## src/rtl/tlb_op_ctrl.sv

```systemverilog
// CP0 TLB instruction sequencer (TLBP/TLBR/TLBWI/TLBWR).
// Drives one TLB port for a cycle, then pulses a CP0 result.
module tlb_op_ctrl #(
  parameter int TLBNUM = 16,
  parameter int IW     = $clog2(TLBNUM)
) (
  input  logic          clk,
  input  logic          reset,
  input  logic          op_valid,
  output logic          op_ready,
  input  logic [1:0]    op_code,
  input  logic          flush,
  input  logic [18:0]   cp0_vpn2,
  input  logic [7:0]    cp0_asid,
  input  logic [IW-1:0] cp0_index,
  input  logic          cp0_g,
  input  logic [25:0]   cp0_lo0,
  input  logic [25:0]   cp0_lo1,
  output logic [18:0]   tlb_s_vpn2,
  output logic          tlb_s_odd_page,
  output logic [7:0]    tlb_s_asid,
  input  logic          tlb_s_found,
  input  logic [IW-1:0] tlb_s_index,
  output logic [IW-1:0] tlb_r_index,
  input  logic [18:0]   tlb_r_vpn2,
  input  logic [7:0]    tlb_r_asid,
  input  logic          tlb_r_g,
  input  logic [25:0]   tlb_r_lo0,
  input  logic [25:0]   tlb_r_lo1,
  output logic          tlb_we,
  output logic [IW-1:0] tlb_w_index,
  output logic [18:0]   tlb_w_vpn2,
  output logic [7:0]    tlb_w_asid,
  output logic          tlb_w_g,
  output logic [25:0]   tlb_w_lo0,
  output logic [25:0]   tlb_w_lo1,
  output logic [IW-1:0] random,
  output logic          res_valid,
  output logic [1:0]    res_op,
  output logic          res_probe_miss,
  output logic [IW-1:0] res_index,
  output logic [18:0]   res_vpn2,
  output logic [7:0]    res_asid,
  output logic          res_g,
  output logic [25:0]   res_lo0,
  output logic [25:0]   res_lo1,
  output logic          res_refetch
);

  localparam logic [1:0] OP_TLBP  = 2'b00;
  localparam logic [1:0] OP_TLBR  = 2'b01;
  localparam logic [1:0] OP_TLBWI = 2'b10;
  localparam logic [1:0] OP_TLBWR = 2'b11;

  typedef enum logic [2:0] {
    S_IDLE,
    S_SEARCH,
    S_READ,
    S_WRITE,
    S_DONE
  } state_t;

  state_t r_state;
  state_t w_next;

  logic          w_accept;

  logic [1:0]    r_op;
  logic [18:0]   r_vpn2;
  logic [7:0]    r_asid;
  logic [IW-1:0] r_index;
  logic          r_g;
  logic [25:0]   r_lo0;
  logic [25:0]   r_lo1;
  logic [IW-1:0] r_rand_lat;
  logic [IW-1:0] r_random;

  logic          r_res_miss;
  logic [IW-1:0] r_res_index;
  logic [18:0]   r_res_vpn2;
  logic [7:0]    r_res_asid;
  logic          r_res_g;
  logic [25:0]   r_res_lo0;
  logic [25:0]   r_res_lo1;

  assign op_ready = (r_state == S_IDLE);
  assign w_accept = op_valid & op_ready & ~flush;

  always_ff @(posedge clk or posedge reset) begin
    if (reset) begin
      r_state <= S_IDLE;
    end else begin
      r_state <= w_next;
    end
  end

  always_comb begin
    w_next = r_state;
    unique case (r_state)
      S_IDLE: begin
        if (w_accept) begin
          unique case (op_code)
            OP_TLBP:  w_next = S_SEARCH;
            OP_TLBR:  w_next = S_READ;
            OP_TLBWI: w_next = S_WRITE;
            OP_TLBWR: w_next = S_WRITE;
            default:  w_next = S_IDLE;
          endcase
        end
      end
      S_SEARCH: w_next = S_DONE;
      S_READ:   w_next = S_DONE;
      S_WRITE:  w_next = S_DONE;
      S_DONE:   w_next = S_IDLE;
      default:  w_next = S_IDLE;
    endcase
  end

  // Operands are frozen at accept so CP0 may change under us.
  always_ff @(posedge clk or posedge reset) begin
    if (reset) begin
      r_op       <= '0;
      r_vpn2     <= '0;
      r_asid     <= '0;
      r_index    <= '0;
      r_g        <= 1'b0;
      r_lo0      <= '0;
      r_lo1      <= '0;
      r_rand_lat <= '0;
    end else if (w_accept) begin
      r_op       <= op_code;
      r_vpn2     <= cp0_vpn2;
      r_asid     <= cp0_asid;
      r_index    <= cp0_index;
      r_g        <= cp0_g;
      r_lo0      <= cp0_lo0;
      r_lo1      <= cp0_lo1;
      r_rand_lat <= r_random;
    end
  end

  // Free-running down counter; power-of-two size wraps for free.
  always_ff @(posedge clk or posedge reset) begin
    if (reset) begin
      r_random <= IW'(TLBNUM - 1);
    end else begin
      r_random <= r_random - 1'b1;
    end
  end

  always_ff @(posedge clk or posedge reset) begin
    if (reset) begin
      r_res_miss  <= 1'b0;
      r_res_index <= '0;
    end else if (r_state == S_SEARCH) begin
      r_res_miss  <= ~tlb_s_found;
      r_res_index <= tlb_s_found ? tlb_s_index : '0;
    end
  end

  always_ff @(posedge clk or posedge reset) begin
    if (reset) begin
      r_res_vpn2 <= '0;
      r_res_asid <= '0;
      r_res_g    <= 1'b0;
      r_res_lo0  <= '0;
      r_res_lo1  <= '0;
    end else if (r_state == S_READ) begin
      r_res_vpn2 <= tlb_r_vpn2;
      r_res_asid <= tlb_r_asid;
      r_res_g    <= tlb_r_g;
      r_res_lo0  <= tlb_r_lo0;
      r_res_lo1  <= tlb_r_lo1;
    end
  end

  assign tlb_s_vpn2     = r_vpn2;
  assign tlb_s_asid     = r_asid;
  assign tlb_s_odd_page = 1'b0;
  assign tlb_r_index    = r_index;

  // Combinational from state so reset drops the write at once.
  assign tlb_we      = (r_state == S_WRITE);
  assign tlb_w_index = (r_op == OP_TLBWR) ? r_rand_lat
                                          : r_index;
  assign tlb_w_vpn2  = r_vpn2;
  assign tlb_w_asid  = r_asid;
  assign tlb_w_g     = r_g;
  assign tlb_w_lo0   = r_lo0;
  assign tlb_w_lo1   = r_lo1;

  assign random = r_random;

  assign res_valid      = (r_state == S_DONE);
  assign res_refetch    = res_valid & (r_op != OP_TLBP);
  assign res_op         = r_op;
  assign res_probe_miss = r_res_miss;
  assign res_index      = r_res_index;
  assign res_vpn2       = r_res_vpn2;
  assign res_asid       = r_res_asid;
  assign res_g          = r_res_g;
  assign res_lo0        = r_res_lo0;
  assign res_lo1        = r_res_lo1;

endmodule

```

## config.mk

```make
export PLATFORM = sky130hd
export DESIGN_NAME = tlb_op_ctrl
export DESIGN_NICKNAME = d
export VERILOG_FILES = /design/src/rtl/tlb_op_ctrl.sv
export SDC_FILE = /design/constraint.sdc
export NUM_CORES = 1
export LEC_CHECK = 0
export BUFFER_PORTS_ARGS = -buffer_cell sky130_fd_sc_hd__buf_2
export CAP_MARGIN = 25
export CORE_AREA = 2 2 152 154
export CTS_CLUSTER_SIZE = 30
export DETAILED_ROUTE_END_ITERATION = 16
export DIE_AREA = 0 0 154 156
export HOLD_SLACK_MARGIN = 0.1
export SETUP_SLACK_MARGIN = 0.2
export SYNTH_ARGS = -nofsm -noshare
export SYNTH_HDL_FRONTEND = slang
export SYNTH_SLANG_ARGS = --single-unit
```

## constraint.sdc

```tcl
create_clock -name clk -period 5.5 [get_ports clk]
set_input_delay 0 -clock clk [delete_from_list [all_inputs] [get_ports clk]]
set_output_delay 0 -clock clk [all_outputs]
set_load 0.05 [all_outputs]
```

# Word level (Yosys, flattened, before mapping)
# Index checks and enable logic that the tools add are counted.
[word_totals]
regBits = 182
out_inout_bits = 211
wordCells = 42
[classes]
add_sub_neg = 1
eq_ne = 9
mux = 5
n_bitwise = 5
reduce_logical = 5
[op_table]
columns = ["cell", "n"]
rows = [
  ["case mux 3 bit (3 select lines)", 1],
  ["2-to-1 mux 4 bit", 2],
  ["== test 2 bit (second input constant)", 3],
  ["== test 3 x 2 -> 1 bit (second input constant)", 2],
  ["case mux 3 bit (2 select lines)", 1],
  ["subtractor 4 x 1 -> 4 bit (second input constant)", 1],
  ["bitwise AND 1 bit", 3],
  ["== test 3 x 1 -> 1 bit (second input constant)", 1],
  ["== test 3 bit (second input constant)", 1],
  ["zero test 3 bit", 1],
  ["2-to-1 mux 3 bit", 1],
  ["OR reduction 3 bit", 1],
  ["== test 2 x 1 -> 1 bit (second input constant)", 1],
  ["zero test 2 bit", 1],
  ["inequality test 2 x 1 -> 1 bit (second input constant)", 1],
  ["NOT 1 bit", 2],
  ["nonzero test 2 bit", 1],
  ["OR reduction 2 bit", 1],
]

# Longest topological paths before layout
# Gate-level depths: netlist of run 1.
[depth]
depth_word = 5
depth_mapped = 5
depth_no_buf = 3

# Worst setup path before layout of run 1
# No wires, ideal clock.
[synth_path]
path_kind = "flip-flop to flip-flop"
from = "reg r_state[2]"
to = "reg r_rand_lat[3]"
setup_time_ns = 0.125
t_arrival_ns = 1.952
required_ns = 5.375
path_slack_ns = 3.423
path_stages_with_launch = 6
n_path_buf = 2
synth_period_minus_slack_ns = 2.077
path_cell_list = "dfrtp_1 nor3_2 nand3b_1 buf_6 buf_6 mux2_4"
[synth_via]
elab_chain_cells = 3
[synth_rtl]
columns = ["item", "line", "rtl"]
rows = [
  ["start, declared", "63", "state_t r_state;"],
  ["start signal, assigned", "93", "r_state <= w_next;"],
  ["zero test 3 bit", "86", "assign op_ready = (r_state == S_IDLE);"],
  ["via op_ready", "10", "output logic op_ready,"],
  ["bitwise AND 1 bit (2 in series)", "87", "assign w_accept = op_valid & op_ready & ~flush;"],
  ["end signal, assigned", "138", "r_rand_lat <= r_random;"],
  ["end, declared", "75", "logic [IW-1:0] r_rand_lat;"],
]
# The timed path passes the listed nets, and every way through them passes these cells.
# A chain may end at the register's enable or synchronous reset.

# Worst setup path in the final report of run 1
[layout_path]
from = "reg r_state[2]"
to = "reg r_state[0]"
[layout_via]
elab_chain_cells = 4
elab_cells_between_ends = 9
classes_between = "4 x eq/ne; 1 x mux; 2 x bitwise; 2 x reduce/logical"
[layout_rtl]
columns = ["item", "line"]
rows = [
  ["zero test 3 bit", "86, 99"],
  ["bitwise AND 1 bit (2 in series)", "87"],
  ["inequality test 2 x 1 -> 1 bit (no source line)", "-"],
]
# Parallel ways exist; a longest one is shown, timed or not.

==> parameters.txt, run 1 <==
Parameter                              Value

Cells and area
  Number of inserted filler cells in the final layout ... 1859
  Core utilization of the finished layout ... 52.4%
  Antenna fix cells ... 0
  Area growth syn-to-layout ... 59.0%
  Final nets ... 1153
  Layout cells sized above 1 ... 60.9%

Timing
  Worst hold slack ... 0.228 ns
  Post-route clock skew ... 0.0174 ns
  Maximum clock frequency ... 0.434 GHz
  Transition time at the pin with the least slew margin ... 0.837 ns
  Final hold violation count ... 0
  Total count of max-transition violations in the final report ... 0
  Worst Setup Slack, final ... 3.20 ns
  Setup-failing EPs final ... 0
  Fin crit period ... 2.30 ns
  Worst rel slew slack ... 44.2%
  Unrepaired setup endpoints after global routing ... false
  Post-route clock period utilization ... 41.9%
  Final setup TNS ... 0 ns

Clock network
  Number of sinks driven by the clock tree ... 182
  Number of buffers inserted during clock tree synthesis ... 17
  Worst-case clock buffer depth ... 2
  Clock tree from TritonCTS ... built
  Clock root buffer ... sky130_fd_sc_hd__clkbuf_16
  Worst-path clk slew ... 0.08 ns
  Clock latency on the worst-skew pair ... 0.43 ns
  Depth of the CTS H-tree ... 4

Run
  Max Cap Violations ... 0

Floorplanning
  Floorplan die width ... 154 um
  Number of placement rows ... 55
  Starting density of the core ... 33.0%
  Die height ... 156 um
  Core Box Area ... 22400 um2
  Number of top-level pins ... 386
  Full die area ... 24000 um2

Global route
  Wire length of the first global-routing pass ... 30.7 mm
  Total routing resource utilization after global routing ... 16.2%
  Final global-route overflow total ... 0
  Maximum number of pins on one net before global-route repair ... 90
  Via count of the first global-routing pass ... 6033
  Number of antenna violations at the first check in global routing ... 0

Detailed routing
  Post-detailed-routing wire length ... 19.6 mm
  Number of vias after detailed routing ... 5425
  Detail Route Antenna Nets ... 0
  Amount of wire on met2 after detailed routing ... 10.1 mm
  Length of the first detailed-routing pass in iterations ... 4
  Routed wl met3 ... 1.14 mm
  Sum of routed wire segments on met1 ... 7.93 mm
  Number of DRC markers in iteration 0 ... 199
  Via density ... 4.25
  Routed length per instance ... 15.4 um
  Highest metal used ... met4
  DRC violations left ... 0

Worst setup path
  Required time of the critical path ... 5.87 ns
  Critical path fanouts, max ... 83
  Arrival time at the worst endpoint ... 2.68 ns
  Critical setup path kind ... flip-flop to flip-flop
  Startpoint kind of the worst setup timing path ... flip-flop
  Kind of end point of the critical path ... flip-flop

Synth
  Area contributors post-synth ... sky130_fd_sc_hd__dfrtp_1, sky130_fd_sc_hd__mux2_4, sky130_fd_sc_hd__mux2_2
  Synth Register Bits ... 182
  Most common cell in the synthesized netlist ... sky130_fd_sc_hd__dfrtp_1
  Yosys top cell area share ... 60.4%
  Yosys Warn Count ... 0
  Synthesized instance count ... 441
  Share of the yosys chip area belonging to registers ... 61.8%
  Net Count, Synth ... 617
  Number of synthesized flops with an enable pin ... 0
  Most used DFF post-synth ... sky130_fd_sc_hd__dfrtp_1
  Most instantiated cells after synthesis ... sky130_fd_sc_hd__dfrtp_1, sky130_fd_sc_hd__mux2_2, sky130_fd_sc_hd__mux2_4
  Yosys cell types ... 24
  Post-synthesis instance area ... 7370 um2
  Largest area contributor in the netlist ... sky130_fd_sc_hd__dfrtp_1
  Share of async-settable or async-resettable flops after synthesis ... 100%
  Mean post-synth cell area ... 16.7 um2

Min path
  Hold Path Class ... input port to async pin

Power and ir drop
  Leakage dissipation ... 5.95 nW
  Pwr/cell area ... 554 nW/um2
  Largest voltage drop on the vdd net ... 0.000292 V

Status
  Run status ... complete, no violations

Place
  RD Place Congestion ... 0.770
  HPWL after DPL ... 12.8 mm
  Setup WS pre-CTS ... 3.43 ns
  Port buffer count ... 384
-- worst paths after layout --
path                       slack [ns]           start  cells past startpoint             end
setup / recovery                 3.20      r_state[2]                      5      r_state[0]
hold / removal                   0.23           reset                      3     res_lo1[11]
setup reg to reg                 3.20      r_state[2]                      5      r_state[0]
hold reg to reg                  0.48  res_probe_miss                      2  res_probe_miss
max in group asynchronous        4.13           reset                      5       random[0]
min in group clk                 0.33   tlb_r_lo1[25]                      3     res_lo1[25]
-- cells in the final DEF, fill, tap and decap left out --
cell	n
sky130_fd_sc_hd__a21oi_1	1
sky130_fd_sc_hd__and2_1	1
sky130_fd_sc_hd__and3b_1	1
sky130_fd_sc_hd__buf_12	1
sky130_fd_sc_hd__buf_16	2
sky130_fd_sc_hd__buf_2	384
sky130_fd_sc_hd__buf_4	3
sky130_fd_sc_hd__clkbuf_1	1
sky130_fd_sc_hd__clkbuf_16	17
sky130_fd_sc_hd__clkbuf_8	2
sky130_fd_sc_hd__clkinv_4	1
sky130_fd_sc_hd__clkinv_8	1
sky130_fd_sc_hd__conb_1	1
sky130_fd_sc_hd__dfrtp_1	178
sky130_fd_sc_hd__dfstp_2	4
sky130_fd_sc_hd__dlygate4sd3_1	175
sky130_fd_sc_hd__ha_1	1
sky130_fd_sc_hd__inv_1	4
sky130_fd_sc_hd__inv_6	7
sky130_fd_sc_hd__inv_8	4
sky130_fd_sc_hd__mux2_2	96
sky130_fd_sc_hd__mux2_4	78
sky130_fd_sc_hd__nand2_1	10
sky130_fd_sc_hd__nand3b_1	1
sky130_fd_sc_hd__nor2_1	4
sky130_fd_sc_hd__nor3_1	1
sky130_fd_sc_hd__nor3_2	1
sky130_fd_sc_hd__nor3b_2	1
sky130_fd_sc_hd__o21a_1	1
sky130_fd_sc_hd__o21ai_0	5
sky130_fd_sc_hd__or3b_2	1
sky130_fd_sc_hd__xor2_1	2
-- critical path, cell delays in order (launching register included) --
cell and delay [ns]:
sky130_fd_sc_hd__dfrtp_1 0.43, sky130_fd_sc_hd__nor3_2 0.21, sky130_fd_sc_hd__nand3b_1 0.42, sky130_fd_sc_hd__buf_12 0.42, sky130_fd_sc_hd__a21oi_1 0.18, sky130_fd_sc_hd__dlygate4sd3_1 0.56
-- metal layers --
layer / up-vias / global-route usage, %
li1: 2567 / -
met1: 2594 / 18.7
met2: 229 / 28.6
met3: 35 / 4.42
met4: 0 / 6.28
met5: - / 0
-- stage by stage --
stage	power (mW)	instances	cell area [um2]
finish	6.49	1275	11700
global placement	5.18	1066	9340
detailed placement	5.22	1066	9340
floorplan	4.55	441	7370
CTS	6.55	1273	11700
global route	6.78	1275	11700
-- sequential cells by signal (all words and copies together), names as in the netlist, 2 cells and up --
register and flops:
tlb_w_lo0 26, res_op 2, tlb_s_asid 8, random 4, res_lo0 26, res_asid 8, res_vpn2 19, r_rand_lat 4
res_index 4, tlb_w_lo1 26, r_state 3, res_lo1 26, tlb_s_vpn2 19, tlb_r_index 4
-- cell type report --
class                           instances  area, um2  share of cell area (%)
Clock buffer                           20        457                    3.89
Inverter                                5       23.8                   0.203
Multi-Input combinational cell        206       2430                    20.8
Tap cell                              285        357                    3.04
Sequential cell                       182       4560                    38.9
Clock inverter                         12        123                    1.05
Timing Repair Buffer                  565       3770                    32.2
-- kinds of logic after synthesis --
family | after synthesis | synth area share (%)
other | 1 | 0.0509
buffers and inverters | 53 | 5.21
AO/OA/AOI/OAI | 7 | 0.509
flip-flops | 182 | 61.8
XOR/XNOR | 2 | 0.238
AND/OR/NAND/NOR | 21 | 1.44
adder cells (fa/ha/maj) | 1 | 0.170
multiplexers | 174 | 30.5
-- power breakdown --
| group | total (mW) | switching [mW] | leakage (nW) | internal [mW] |
|---|---|---|---|---|
| logic | 3.26 | 2.33 | 3.51 | 0.928 |
| registers | 2.03 | 0.248 | 2.16 | 1.78 |
| clock network | 1.20 | 0.573 | 0.287 | 0.630 |
-- timing repair --
item | CTS | global route
endpoints found under the hold margin | 260 | 0
hold buffers | 175 | 0
setup buffers | 0 | 0
gates resized for setup | 0 | 0
No activity file was read; power rests on OpenSTA's default activity.
==> run 2, diff against run 1 <==
==> constraint.sdc (replaced) <==
create_clock -name clk -period 2.2 [get_ports clk]
set_input_delay 0 -clock clk [delete_from_list [all_inputs] [get_ports clk]]
set_output_delay 0 -clock clk [all_outputs]
set_load 0.05 [all_outputs]
==> run 2 against run 1 <==
  * Combinational power grew 150%
  * Count of clock-buffer cells in the layout fell by 2
  * Clock power rose to 2.7 times the previous value
  * Worst hold slack improved by 0.054 ns
  * Global-route usage up 0.12 points
  * Die area is the same
  * Routed wire length up 2.2%
  * Critical path depth shrank 1
  * Maximum frequency rose by 23%
  * Largest cell class unchanged
==> parameters.txt, run 2 (same netlist as run 1, synthesis figures left out) <==
Parameter                              Value

Worst setup path
  Critical path fanouts, max ... 27 (-67%)
  Endpoint of the lowest-slack register-to-register path ... tlb_w_lo0[14]
  Crit path cell chain ... nor3_4 > nand3b_1 > buf_12 > mux2_4
  Startpoint kind of the worst setup timing path ... flip-flop
  Crit path max-delay cell type ... sky130_fd_sc_hd__dfrtp_1
  Origin of the critical flop-to-flop path ... r_state[2]
  Required time of the critical path ... 2.50 ns (-3.37 ns)
  Kind of end point of the critical path ... flip-flop
  CP max stage delay ... 0.45 ns (-0.11 ns)
  Register-to-Register Path Depth ... 4 (-1)
  Worst reg-to-reg setup slack ... 0.33 ns (-2.86 ns)
  Critical setup path kind ... flip-flop to flip-flop
  Arrival time at the worst endpoint ... 2.17 ns (-0.51 ns)

Detailed routing
  Length of the first detailed-routing pass in iterations ... 4 (unchanged)
  Post-detailed-routing wire length ... 20.1 mm (+2.2%)
  Detail Route Antenna Nets ... 0 (unchanged)
  Number of vias after detailed routing ... 5540 (+2.1%)
  DRC violations left ... 0 (unchanged)
  Via density ... 4.35 (+2.1%)
  Number of DRC markers in iteration 0 ... 253 (+27%)
  Routed length per instance ... 15.7 um (+2.2%)

Cells and area
  Antenna fix cells ... 0 (unchanged)
  Area taken by flip-flops and latches ... 4560 um2 (unchanged)
  Area growth syn-to-layout ... 60.0%
  Leading cell types in the layout, fill and taps excluded ... sky130_fd_sc_hd__buf_2, sky130_fd_sc_hd__dfrtp_1, sky130_fd_sc_hd__dlygate4sd3_1
  Final nets ... 1155 (+0.17%)
  Number of inserted filler cells in the final layout ... 1852 (-0.38%)
  Design area ... 11800 um2 (+0.62%)
  Most common library cell in the layout ignoring fill and taps ... sky130_fd_sc_hd__buf_2
  Multi-input logic area ... 2440 um2 (+0.26%)
  Fin cells ... 1275 (unchanged)
  Layout cells sized above 1 ... 60.9% (unchanged)

Min path
  Hold Path Class ... input port to async pin

Floorplanning
  Starting density of the core ... 33.0% (unchanged)
  Die height ... 156 um (unchanged)
  Floorplan die width ... 154 um (unchanged)
  Number of placement rows ... 55 (unchanged)
  Full die area ... 24000 um2 (unchanged)
  Core Box Area ... 22400 um2 (unchanged)
  Number of top-level pins ... 386 (unchanged)

Global route
  Via count of the first global-routing pass ... 5816 (-3.6%)
  Maximum number of pins on one net before global-route repair ... 107 (+19%)
  Final global-route overflow total ... 0 (unchanged)
  Total routing resource utilization after global routing ... 16.3% (+0.12 points)
  Wire length of the first global-routing pass ... 30.7 mm (about the same)
  Number of antenna violations at the first check in global routing ... 0 (unchanged)

Power and ir drop
  NetSw ... 7.80 mW (+150%)
  Sequential share of power ... 30.8% (-0.5 points)
  Share of power burned in combinational logic ... 49.4% (-0.8 points)
  Switching fraction of total power ... 47.3% (-1.3 points)
  Internal power ... 8.71 mW (+160%)
  Pwr/cell area ... 1400 nW/um2 (+150%)
  Portion of total power attributed to the clock network ... 19.8% (+1.3 points)
  Leakage dissipation ... 5.97 nW (+0.28%)
  Largest voltage drop on the vdd net ... 0.000744 V (+160%)

Place
  Number of cells after detailed placement ... 1070 (+0.38%)
  HPWL after DPL ... 13.1 mm (+1.8%)
  Setup WS pre-CTS ... 0.339 ns (-3.09 ns)
  Post-placement cell area ... 9420 um2 (+0.91%)
  RD Place Congestion ... 0.748 (-2.8%)
  Port buffer count ... 384 (unchanged)

Timing
  Total count of max-transition violations in the final report ... 0 (unchanged)
  Final hold violation count ... 0 (unchanged)
  Post-route clock skew ... 0.0122 ns (-0.00520 ns)
  Final setup TNS ... 0 ns (unchanged)
  Setup-failing EPs final ... 0 (unchanged)
  Worst rel slew slack ... 58.1% (+14 points)
  Post-route clock period utilization ... 84.9% (+43 points)
  Transition time at the pin with the least slew margin ... 0.628 ns (-0.209 ns)
  Worst Setup Slack, final ... 0.332 ns (-2.86 ns)
  Maximum clock frequency ... 0.535 GHz (+23%)
  Fin crit period ... 1.87 ns (-0.435 ns)
  Unrepaired setup endpoints after global routing ... false

Clock network
  Worst-case clock buffer depth ... 2 (unchanged)
  Postcts setup bufs ... 0 (unchanged)
  Depth of the CTS H-tree ... 4 (unchanged)
  Number of sinks driven by the clock tree ... 182 (unchanged)
  Number of gates resized after cts ... 0 (unchanged)
  Clock root buffer ... sky130_fd_sc_hd__clkbuf_16
  Hold-fix buffers, CTS ... 175 (unchanged)
  Clock latency on the worst-skew pair ... 0.42 ns (about the same)
  Number of buffers inserted during clock tree synthesis ... 17 (unchanged)
  Clock tree from TritonCTS ... built
  Worst-path clk slew ... 0.07 ns (about the same)

Status
  Run status ... complete, no violations

Run
  Max Cap Violations ... 0 (unchanged)
==> run 2: layout make-up <==
class,instances,area share (%)
Inverter,5,0.191
Multi-Input combinational cell,206,20.7
Timing Repair Buffer,567,32.2
Clock inverter,12,1.63
Clock buffer,18,3.64
Tap cell,285,3.02
Sequential cell,182,38.6
==> run 2: power by group through the flow <==
stage          logic [mW]  clock network, mW  registers [mW]
6_report             8.15               3.27            5.09
2_1_floorplan        2.38                  0            9.00
4_1_cts              8.16               3.39            5.08
3_3_place_gp         7.86                  0            5.10
3_5_place_dp         7.92                  0            5.11
5_1_grt              8.42               3.55            5.24
==> run 2: through the flow <==
stage               hold slack, ns  total power, mW  utilization (%)
finish                       0.281             16.5             52.7
global route                 0.301             17.2             52.7
CTS                          0.289             16.6             52.7
detailed placement           0.206             13.0             42.1
global placement             0.202             13.0             42.1
floorplan                   0.0865             11.4                -
==> run 2: how the worst max path moves through the flow <==
| stage | slack (ns) | start | to | cells past startpoint |
|---|---|---|---|---|
| final | 0.33 | r_state[2] | tlb_w_lo0[14] | 4 |
| after global routing | 0.23 | r_state[2] | tlb_w_lo0[14] | 4 |
| after CTS | 0.31 | r_state[2] | tlb_w_lo0[14] | 4 |
| after detailed placement | 0.34 | r_state[2] | tlb_w_lo1[10] | 4 |
| after global placement | 0.41 | r_state[2] | tlb_s_vpn2[3] | 4 |
| after floorplan | -0.13 | reset | r_rand_lat[0] | 1 |
==> run 2: critical path, delay by kind of cell (launching register included) <==
kind,cells,cell delay [ns]
flops,1,0.45
simple gates,2,0.60
mux,1,0.32
buf+inv,1,0.34
==> run 2: per-layer routing <==
metal  up-vias  GRT usage (%)  part of all wire [%]  wire, um
met2       239           28.8                    52     10400
met1      2696           18.4                    39      7830
met5         -              0                     0         0
li1       2561              -                     -         -
met4         0           7.34                   2.9       582
met3        44           4.39                   6.2      1240
